<file path="src/rtl/timer_core_pkg.sv">
// Shared types and default constants for the charge-duration timer.
package timer_pkg;

  typedef enum logic [1:0] {
    IDLE = 2'd0,
    RUN  = 2'd1,
    DONE = 2'd2
  } state_t;

  localparam int CLK_HZ        = 1000;
  localparam int DEFAULT_TICKS = 10000;
  localparam int CNT_W         = 14;

endpackage

</file>
<file path="src/rtl/timer_core_if.sv">
// Request/status bundle between the payment control (master) and the timer (slave).
interface timer_core_if #(
  parameter int CNT_W = timer_pkg::CNT_W
);

  logic             start;
  logic             timing;
  logic [CNT_W-1:0] cnt;

  modport master (output start, input timing, input cnt);
  modport slave  (input start, output timing, output cnt);

endinterface

</file>
<file path="src/rtl/timer_core.sv">
// Single-shot charge timer: one run of TICKS cycles per start request,
// re-armed only after start has been released.
module timer_core
  import timer_pkg::*;
#(
  parameter int TICKS = DEFAULT_TICKS,
  parameter int CNT_W = timer_pkg::CNT_W
) (
  input  logic        clk,
  input  logic        reset,
  timer_core_if.slave bus
);

  localparam logic [CNT_W-1:0] TICKS_C = CNT_W'(TICKS);
  localparam logic [CNT_W-1:0] CNT_ONE = CNT_W'(1);

  generate
    if (TICKS < 1 || TICKS >= (1 << CNT_W)) begin : g_bad_ticks
      $error("timer_core: TICKS=%0d does not fit 1..2^CNT_W-1 (CNT_W=%0d)", TICKS, CNT_W);
    end
  endgenerate

  state_t           r_state;
  logic             r_timing;
  logic [CNT_W-1:0] r_cnt;

  // The last RUN edge lands on DONE so a held start cannot retrigger.
  always_ff @(posedge clk or negedge reset) begin
    if (!reset) begin
      r_state  <= IDLE;
      r_timing <= 1'b0;
      r_cnt    <= '0;
    end else begin
      case (r_state)
        IDLE: begin
          if (bus.start) begin
            r_state  <= RUN;
            r_timing <= 1'b1;
            r_cnt    <= TICKS_C;
          end
        end
        RUN: begin
          if (r_cnt > CNT_ONE) begin
            r_cnt <= r_cnt - CNT_ONE;
          end else begin
            r_cnt    <= '0;
            r_timing <= 1'b0;
            r_state  <= DONE;
          end
        end
        DONE: begin
          if (!bus.start) begin
            r_state <= IDLE;
          end
        end
        default: begin
          r_state  <= IDLE;
          r_timing <= 1'b0;
          r_cnt    <= '0;
        end
      endcase
    end
  end

  assign bus.timing = r_timing;
  assign bus.cnt    = r_cnt;

endmodule

</file>
<file path="src/flat_wrapper.sv">
// flat-port wrapper written by rule: the top's interface ports become plain ports
module timer_core_flat import timer_pkg::*;
#(
  parameter int TICKS = DEFAULT_TICKS,
  parameter int CNT_W = timer_pkg::CNT_W
)
  (clk, reset, bus_start, bus_timing, bus_cnt);
  timer_core_if #(.CNT_W(CNT_W)) bus_i ();
  input  logic clk;
  input  logic reset;
  input wire logic [$bits(bus_i.start)-1:0] bus_start;
  output wire logic [$bits(bus_i.timing)-1:0] bus_timing;
  output wire logic [$bits(bus_i.cnt)-1:0] bus_cnt;
  assign bus_i.start = bus_start;
  assign bus_timing = bus_i.timing;
  assign bus_cnt = bus_i.cnt;
  timer_core #(.TICKS(TICKS), .CNT_W(CNT_W)) u_core (.clk(clk), .reset(reset), .bus(bus_i));
endmodule
</file>
<file path="config.mk">
export PLATFORM = sky130hd
export DESIGN_NAME = timer_core_flat
export DESIGN_NICKNAME = d
export VERILOG_FILES = /design/src/rtl/timer_core_pkg.sv /design/src/rtl/timer_core_if.sv /design/src/rtl/timer_core.sv /design/src/flat_wrapper.sv
export SDC_FILE = /design/constraint.sdc
export NUM_CORES = 1
export LEC_CHECK = 0
export CAP_MARGIN = 40
export CORE_MARGIN = 2
export CORE_UTILIZATION = 50
export CTS_BUF_LIST = sky130_fd_sc_hd__clkbuf_4 sky130_fd_sc_hd__clkbuf_8 sky130_fd_sc_hd__clkbuf_16
export DETAILED_ROUTE_END_ITERATION = 10
export GPL_ROUTABILITY_DRIVEN = 0
export HOLD_SLACK_MARGIN = 0.1
export PLACE_DENSITY = 0.87
export RECOVER_POWER = 25
export SYNTH_ARGS = -nofsm -noshare
export SYNTH_HDL_FRONTEND = slang
export SYNTH_SLANG_ARGS = --single-unit
</file>
<file path="constraint.sdc">
create_clock -name clk -period 3.47 [get_ports clk]
set_clock_uncertainty 0.1 [all_clocks]
set_input_delay 0.694 -clock clk [delete_from_list [all_inputs] [get_ports clk]]
set_output_delay 0.694 -clock clk [all_outputs]
set_load 0.005 [all_outputs]
</file>
**After elaboration in Yosys (flattened, before gate mapping)**

Index checks and enable logic that the tools add are counted.

- Register bits: 17
- Input bits: 3
- Output and inout bits: 15
- Word-level logic and storage cells: 25

- $add $sub $neg: 1
- $lt $le $gt $ge: 1
- Eq/ne operators: 5
- Mux-type cells: 10
- Bitwise logic cells: 1
- Reduce and logical (&&, ||, !) cells: 4

Operators with widths:

| kind | number |
|---|---|
| 14-bit case mux with 3 select lines | 1 |
| 14-bit two-way mux | 2 |
| 14-bit by 1-bit > comparator with 1-bit output, second input constant | 1 |
| 14-bit by 1-bit subtractor with 14-bit output, second input constant | 1 |
| 2-bit two-way mux | 3 |
| 2-bit != test, second input constant | 3 |
| 2-bit case mux with 3 select lines | 1 |
| 3-bit AND reduction | 2 |
| 1-bit case mux with 3 select lines | 1 |
| 2-bit by 1-bit equality test with 1-bit output, second input constant | 1 |
| 2-bit equality test, second input constant | 1 |
| 2-bit zero test | 1 |
| 1-bit two-way mux | 2 |
| 2-bit AND reduction | 1 |
| 1-bit NOT | 1 |

**Longest topological paths before layout**

Gate-level depths: netlist (run 1).

- Depth after elaboration: 3
- Gate-level depth with buffers: 7
- Gate-level depth less buffers: 6

**Least setup slack after synthesis (run 1)**

OpenSTA, ideal clock, no wires.

- Kind: register to register
- From: register u_core.r_cnt[0], in the netlist u_core.bus.cnt[0]
- To: register u_core.r_cnt[12], in the netlist u_core.bus.cnt[12]
- Library setup time: 0.082 ns
- Arrival: 1.669 ns
- Required time: 3.288 ns
- Setup slack: 1.620 ns
- Cell stages (with the launch flop): 7
- Path buffers: 0
- Period minus slack after synthesis: 1.850 ns
- Cells stage by stage: dfrtp_1 -> inv_1 -> ha_1 -> or2_1 -> a41oi_2 -> a21bo_1 -> a31oi_1

- Cells in the longest elaborated chain, start to end: 3
- Elaborated cells between the ends (all ways): 4
- Classes of those cells: add/sub (1); order compare (1); mux (2)

Ends and longest elaborated chain:

| item | RTL line | source |
|---|---|---|
| from (decl) | timer_core.sv:25 | `logic [CNT_W-1:0] r_cnt;` |
| from (signal assigned) | timer_core.sv:44 | `r_cnt <= r_cnt - CNT_ONE;` |
| 14-bit by 1-bit subtractor with 14-bit output or 14-bit by 1-bit > comparator with 1-bit output (tied branches) | timer_core.sv:44, timer_core.sv:43 |  |
| 14-bit two-way mux * | timer_core.sv:43 | `if (r_cnt > CNT_ONE) begin` |
| 14-bit case mux with 3 select lines * | timer_core.sv:34 | `case (r_state)` |

Every way passes the cells marked *; elsewhere a longest branch is shown, timed or not.
A chain may end at the register's enable or synchronous reset.

**Worst setup path after layout (run 1)**

- From: register u_core.r_cnt[0], in the netlist u_core.bus.cnt[0]
- To: register u_core.r_cnt[11], in the netlist u_core.bus.cnt[11]

Same word-level chain as after synthesis.

==> flow_metrics.py, run 1 <==
metrics = {
    "global_routing": {
        "grt_pass1_wl_um": 4347,
        "grt_overflow": 0,
        "grt_max_degree": 18,
        "first_global_vias": 879,
        "grt_use_total": 0.2282,
        "grt_antenna_before_repair": 0,
    },
    "route": {
        "wirelength_um": 2530,
        "postRouteAntennaNets": 0,
        "viasPerCell": 6.215,
        "detail_route.wl_per_cell_um": 16.01,
        "drc_errors": 0,
        "firstDrtPassIters": 4,
        "vias": 982,
        "drt_iter0_drc": 23,
    },
    "power_and_ir_drop": {
        "p_seq_frac": 0.416,
        "p_sw_frac": 0.4395,
        "switchingPower_w": 0.0004501,
        "clkPwrFrac": 0.106,
        "max-vdd-ir-drop_mv": 0.5750,
        "power_density_mw_per_mm2": 816.8,
        "p_total_w": 0.001024,
        "p_int_w": 0.0005740,
        "p_leak_nw": 0.4986,
        "power_frac_comb": 0.478,
    },
    "worst_setup_path": {
        "endpoint_kind": "register",
        "crit_type": "register to register",
        "r2r_cells": 6,
        "path_max_fanout": 15,
        "worst-r2r-setup-slack_ps": 1190,
        "required_ps": 3610,
        "rr_endpoint": "u_core.bus.cnt[11]",
        "rr_startpoint": "u_core.bus.cnt[0]",
        "crit_arrival_ps": 2420,
        "cp-start-kind": "register",
    },
    "timing": {
        "rsz0062_at_grt": "no",
        "finalMaxSlewViolations": 0,
        "hold_viol": 0,
        "setup_violations": 0,
        "worstMarginPinSlew_ps": 755.7,
        "fmax_mhz": 439.0,
        "post-route-min-period_ps": 2278,
        "fin_ws_ps": 1192,
        "relSlewSlack": 0.4945,
        "fin_tns_setup_ps": 0,
        "min_period_over_period": 0.6565,
    },
    "synth": {
        "mappedNetlistArea_sq_mm": 0.001041,
        "async_flop_share": 1.000,
        "ys_warn_count": 0,
        "synth.mux.area_fraction": 0,
        "synth_cells": 113,
        "synth_xor_area_frac": 0,
        "synth_edf_count": 0,
        "synthFlopType": "dfrtp_1",
        "syn_avg_cell_area_sq_um": 9.212,
        "syn_nets": 118,
        "synth_top_cells_by_area": "dfrtp_1 (41%), nand2_1 (5.0%), nor4_2 (4.8%), a31oi_1 (4.2%), a21oi_1 (3.8%)",
        "synthSimpleGateAreaFrac": 0.3065,
        "ys_seq_area_frac": 0.4087,
        "synthTopCellsByCount": "dfrtp_1 (17), nand2_1 (14), a21oi_1 (8), a31oi_1 (7), nor2_1 (7)",
        "yosysMostFrequentCell": "dfrtp_1",
        "synth_compound_area_frac": 0.2284,
        "synth_top_family_by_area": "simple AND/OR/NAND/NOR gates",
        "ys_ff_latch": 17,
        "yosysUniqueCellTypes": 43,
        "synthAdderAreaFrac": 0.02404,
        "yosysTopAreaCellShare": 0.4087,
        "yosysTopAreaCell": "dfrtp_1",
    },
    "place": {
        "place_area_sq_mm": 0.001226,
        "dp_slack_ps": 1244,
        "post-dp-hpwl_um": 1897,
        "portBuffers": 17,
    },
    "clock_tree": {
        "cts_max_level": 1,
        "clock_path_buffers": 2,
        "postCtsHoldBufs": 0,
        "cts-buffers-inserted": 3,
        "clock-root-buffer": "clkbuf_4",
        "clk_pin_slew_ps": 100,
        "postCtsSetupBuffers": 0,
        "cts_num_sinks": 17,
        "cts_tree": "yes",
        "cts_resized": 0,
        "clkLatencyLatePin_ps": 300,
    },
    "worst_hold_path": {
        "worstHoldPathType": "register to register",
        "worstHoldEndpoint": "u_core.bus.timing",
        "hold_depth": 2,
        "hold_start": "u_core.bus.timing",
    },
    "floorplan": {
        "start_util": 0.5306,
        "die_x_um": 49.63,
        "fp.dieArea_sq_mm": 0.002463,
        "io_pins": 18,
        "num_rows": 16,
        "die_y_um": 49.63,
        "core_sq_mm": 0.001962,
    },
    "outcome": {
        "outcome": "completed",
    },
    "cells_and_area": {
        "fillers": 172,
        "drive_gt1_frac": 0.1221,
        "area_delta_synth_final_pct": 20.43,
        "design_area_sq_mm": 0.001254,
        "final_core_util": 0.6390,
        "nNetsFinal": 137,
        "antenna_cells": 0,
    },
    "flow_run": {
        "maxCapViolCount": 0,
    },
}
-- worst max-delay path by stage --
| stage | start | endpoint | slack [ps] | depth (start not counted) |
|---|---|---|---|---|
| 2_1_floorplan | u_core.bus.cnt[0] | u_core.bus.cnt[12] | 1620 | 6 |
| 3_3_place_gp | u_core.bus.cnt[0] | u_core.bus.cnt[12] | 1350 | 6 |
| 3_5_place_dp | u_core.bus.cnt[0] | u_core.bus.cnt[11] | 1240 | 6 |
| 4_1_cts | u_core.bus.cnt[0] | u_core.bus.cnt[11] | 1210 | 6 |
| 5_1_grt | u_core.bus.cnt[0] | u_core.bus.cnt[11] | 1040 | 6 |
| 6_report | u_core.bus.cnt[0] | u_core.bus.cnt[11] | 1190 | 6 |
-- metrics by stage --
step | std cells | hold WS (ps)
2_1_floorplan | 113 | 298.4
5_1_grt | 158 | 480.2
3_3_place_gp | 154 | 374.6
4_1_cts | 158 | 402.6
6_report | 158 | 400.3
3_5_place_dp | 154 | 380.6
-- kinds of logic after synthesis --
family | after synthesis
flops | 17
buf+inv | 7
simple gates | 52
compound gates | 35
fa+ha+maj | 2
-- routing by layer --
| metal | GRT usage | vias to the layer above | wire length, um |
|---|---|---|---|
| met5 | 0 | - | 0 |
| met2 | 0.3489 | 27 | 1248 |
| met3 | 0.02727 | 2 | 110 |
| met4 | 0.07407 | 0 | 28 |
| li1 | - | 471 | - |
| met1 | 0.3353 | 482 | 1142 |
-- final cells by class --
class                      count  area [sq um]  area share
clock buffer                   3         22.52     0.01796
clock inverter                 1         5.005    0.003992
inverter                       4         15.01     0.01198
multi-input combinational     89         581.8      0.4641
sequential                    17         425.4      0.3393
tap                           27         33.78     0.02695
timing repair buffer          17         170.2      0.1357
-- critical path, stage by stage, from the launching register on --
cell,delay [ps]
dfrtp_1,490
inv_1,70
ha_1,260
or2_1,270
a41oi_2,590
o311ai_0,290
nand3_1,150
-- registers in the layout (all words and copies together), names as in the netlist --
register and flops:
u_core.bus.cnt 14, u_core.r_state 2, u_core.bus.timing 1
-- layout by cell type (no fill, tap or decap), types with 2 or more instances in the layout --
master,Yosys,layout
nor3_1,2,2
o22ai_1,2,2
or2_1,2,2
a31oi_1,7,7
a211oi_1,2,2
nand4_1,3,3
inv_1,3,3
dfrtp_1,17,17
o21ai_0,2,2
o21ai_1,3,3
clkdlybuf4s50_1,0,16
nor2_1,7,7
a21oi_1,8,8
or2_2,2,2
nor4_2,4,4
clkbuf_4,0,3
nand2b_1,2,2
ha_1,2,2
nand3_1,5,5
nand2_1,14,14
-- power groups by stage --
stage               registers (W)  logic, W  clock network, W
floorplan                0.000400  0.000283                 0
global placement         0.000422  0.000470                 0
detailed placement       0.000425  0.000491                 0
CTS                      0.000422  0.000491          0.000112
global route             0.000443  0.000545          0.000118
finish                   0.000426  0.000489          0.000109
Note: power is estimated with default switching activity, not from simulation.
==> run 2: changes to the inputs <==
--- a/config.mk
+++ b/config.mk
@@ -7,12 +7,12 @@
 export LEC_CHECK = 0
 export CAP_MARGIN = 40
 export CORE_MARGIN = 2
-export CORE_UTILIZATION = 50
+export CORE_UTILIZATION = 46
 export CTS_BUF_LIST = sky130_fd_sc_hd__clkbuf_4 sky130_fd_sc_hd__clkbuf_8 sky130_fd_sc_hd__clkbuf_16
 export DETAILED_ROUTE_END_ITERATION = 10
 export GPL_ROUTABILITY_DRIVEN = 0
 export HOLD_SLACK_MARGIN = 0.1
-export PLACE_DENSITY = 0.87
+export PLACE_DENSITY = 0.85
 export RECOVER_POWER = 25
 export SYNTH_ARGS = -nofsm -noshare
 export SYNTH_HDL_FRONTEND = slang
==> constraint.sdc (replaced) <==
create_clock -name clk -period 2 [get_ports clk]
set_clock_uncertainty 0.1 [all_clocks]
set_input_delay 0.4 -clock clk [delete_from_list [all_inputs] [get_ports clk]]
set_output_delay 0.4 -clock clk [all_outputs]
set_load 0.005 [all_outputs]
==> run 2 against run 1 <==
Effect of this change: clock power up 83%; count of clock-buffer cells in the layout up 1; global-route usage up 1.3 points; utilization down 1.1 points; flip-flop and latch count unchanged; critical endpoint is now bus_cnt[4]; largest power group unchanged; highest routed layer unchanged.
==> flow_metrics.py, run 2 (same netlist as run 1, synthesis figures left out) <==
metrics = {
    "worst_setup_path": {
        "cp-start-kind": "register",
        "endpoint_kind": "output pin",
        "path_max_fanout": 5,
        "required_ps": 1500,
        "crit_arrival_ps": 1400,
        "crit_type": "register to output pin",
    },
    "cells_and_area": {
        "layout_commonest_cell": "clkdlybuf4s50_1",
        "mostFrequentLayoutCells": "clkdlybuf4s50_1 (16), dfrtp_1 (15), nand2_1 (14), buf_4 (12), a21oi_1 (8)",
        "drive_gt1_frac": 0.2222,
        "nNetsFinal": 150,
        "fillers": 182,
        "antenna_cells": 0,
        "largest_register_ffs": 14,
        "area_delta_synth_final_pct": 30.89,
    },
    "worst_hold_path": {
        "worstHoldPathType": "register to register",
    },
    "outcome": {
        "outcome": "completed",
    },
    "clock_tree": {
        "clock-root-buffer": "clkbuf_4",
        "cts-buffers-inserted": 3,
        "clkLatencyLatePin_ps": 300,
        "cts_tree": "yes",
        "postCtsHoldBufs": 0,
        "cts_max_level": 1,
        "cts_num_sinks": 17,
        "clk_pin_slew_ps": 100,
        "clock_path_buffers": 2,
    },
    "power_and_ir_drop": {
        "max-vdd-ir-drop_mv": 0.9464,
        "power_density_mw_per_mm2": 1447,
        "p_leak_nw": 0.5551,
    },
    "global_routing": {
        "grt_overflow": 0,
        "grt_antenna_before_repair": 0,
        "grt_pass1_wl_um": 4726,
        "grt_max_degree": 18,
        "grt_use_total": 0.2411,
        "first_global_vias": 973,
    },
    "timing": {
        "post-route-min-period_ps": 1898,
        "worstMarginPinSlew_ps": 883.1,
        "fmax_mhz": 526.8,
        "min_period_over_period": 0.9492,
        "hold_viol": 0,
        "fin_tns_setup_ps": 0,
        "relSlewSlack": 0.4113,
        "finalMaxSlewViolations": 0,
        "fin_ws_ps": 101.7,
        "setup_violations": 0,
    },
    "route": {
        "drt_iter0_drc": 21,
        "drc_errors": 0,
        "postRouteAntennaNets": 0,
        "vias": 1026,
        "detail_route.wl_per_cell_um": 16.35,
        "firstDrtPassIters": 4,
        "wirelength_um": 2812,
        "viasPerCell": 5.965,
    },
    "floorplan": {
        "num_rows": 17,
        "io_pins": 18,
        "fp.dieArea_sq_mm": 0.002659,
        "die_x_um": 51.57,
        "die_y_um": 51.57,
        "core_sq_mm": 0.002170,
        "start_util": 0.4798,
    },
    "place": {
        "portBuffers": 17,
        "dp_slack_ps": -31.02,
        "post-dp-hpwl_um": 2086,
    },
    "flow_run": {
        "maxCapViolCount": 0,
    },
}
[run 2: path summary, 6_finish.rpt]
path,startpoint,end,slack (ps),cells after the start
min in group asynchronous,reset,u_core.bus.timing,620,2
hold / removal,u_core.bus.timing,u_core.bus.timing,410,2
hold reg to reg,u_core.bus.timing,u_core.bus.timing,410,2
setup / recovery,u_core.bus.cnt[4],bus_cnt[4],100,2
max in group asynchronous,reset,u_core.bus.cnt[0],580,2
setup reg to reg,u_core.bus.cnt[1],u_core.bus.cnt[2],110,7
[run 2: what timing repair did]
action	CTS	global route
setup endpoints to repair	2	5
cloned	0	0
pin swaps	1	0
buffers inserted	1	0
gates resized for setup	0	4
[run 2: layer usage]
metal | track usage | part of all wire | vias up
li1 | - | - | 492
met1 | 0.3340 | 0.44 | 480
met2 | 0.3910 | 0.49 | 43
met3 | 0.02586 | 0.051 | 11
met4 | 0.08772 | 0.020 | 0
met5 | 0 | 0 | -
[run 2: final cells by class]
cell class / instances / area, sq um / share of cell area
sequential: 17 / 427.9 / 0.3140
inverter: 4 / 15.01 / 0.01102
timing repair buffer: 30 / 264.0 / 0.1938
multi-input combinational: 89 / 590.6 / 0.4334
tap: 28 / 35.03 / 0.02571
clock buffer: 4 / 30.03 / 0.02204
[run 2: critical path, stage by stage, from the launching register on]
cell and delay, ps:
dfrtp_1 440, buf_4 170, clkdlybuf4s50_1 500
[run 2: report_power, final]
group	total (W)	switching (W)	internal, W
Combinational	0.00107	0.000508	0.000558
Sequential	0.000706	0.000225	0.000482
Clock	0.000200	0.000109	0.0000913
[run 2: per-stage QoR]
stage	util	area, sq um	total power (W)	cells	hold slack (ps)
final	0.6280	1363	0.001972	172	410.2
after global routing	0.6280	1363	0.002116	172	444.1
after CTS	0.6246	1355	0.001931	172	315.5
after detailed placement	0.6073	1318	0.001721	167	383.0
after global placement	0.6073	1318	0.001669	167	372.7
after floorplan	-	1041	0.001187	113	4.409
==> run 3: changes to the inputs <==
--- a/config.mk
+++ b/config.mk
@@ -9,6 +9,7 @@
 export CORE_MARGIN = 2
 export CORE_UTILIZATION = 46
 export CTS_BUF_LIST = sky130_fd_sc_hd__clkbuf_4 sky130_fd_sc_hd__clkbuf_8 sky130_fd_sc_hd__clkbuf_16
+export CTS_CLUSTER_SIZE = 10
 export DETAILED_ROUTE_END_ITERATION = 10
 export GPL_ROUTABILITY_DRIVEN = 0
 export HOLD_SLACK_MARGIN = 0.1
@@ -17,3 +18,4 @@
 export SYNTH_ARGS = -nofsm -noshare
 export SYNTH_HDL_FRONTEND = slang
 export SYNTH_SLANG_ARGS = --single-unit
+export TNS_END_PERCENT = 1
==> results of run 3 <==
No change in the layout: final DEF, timing and power equal those of run 2.
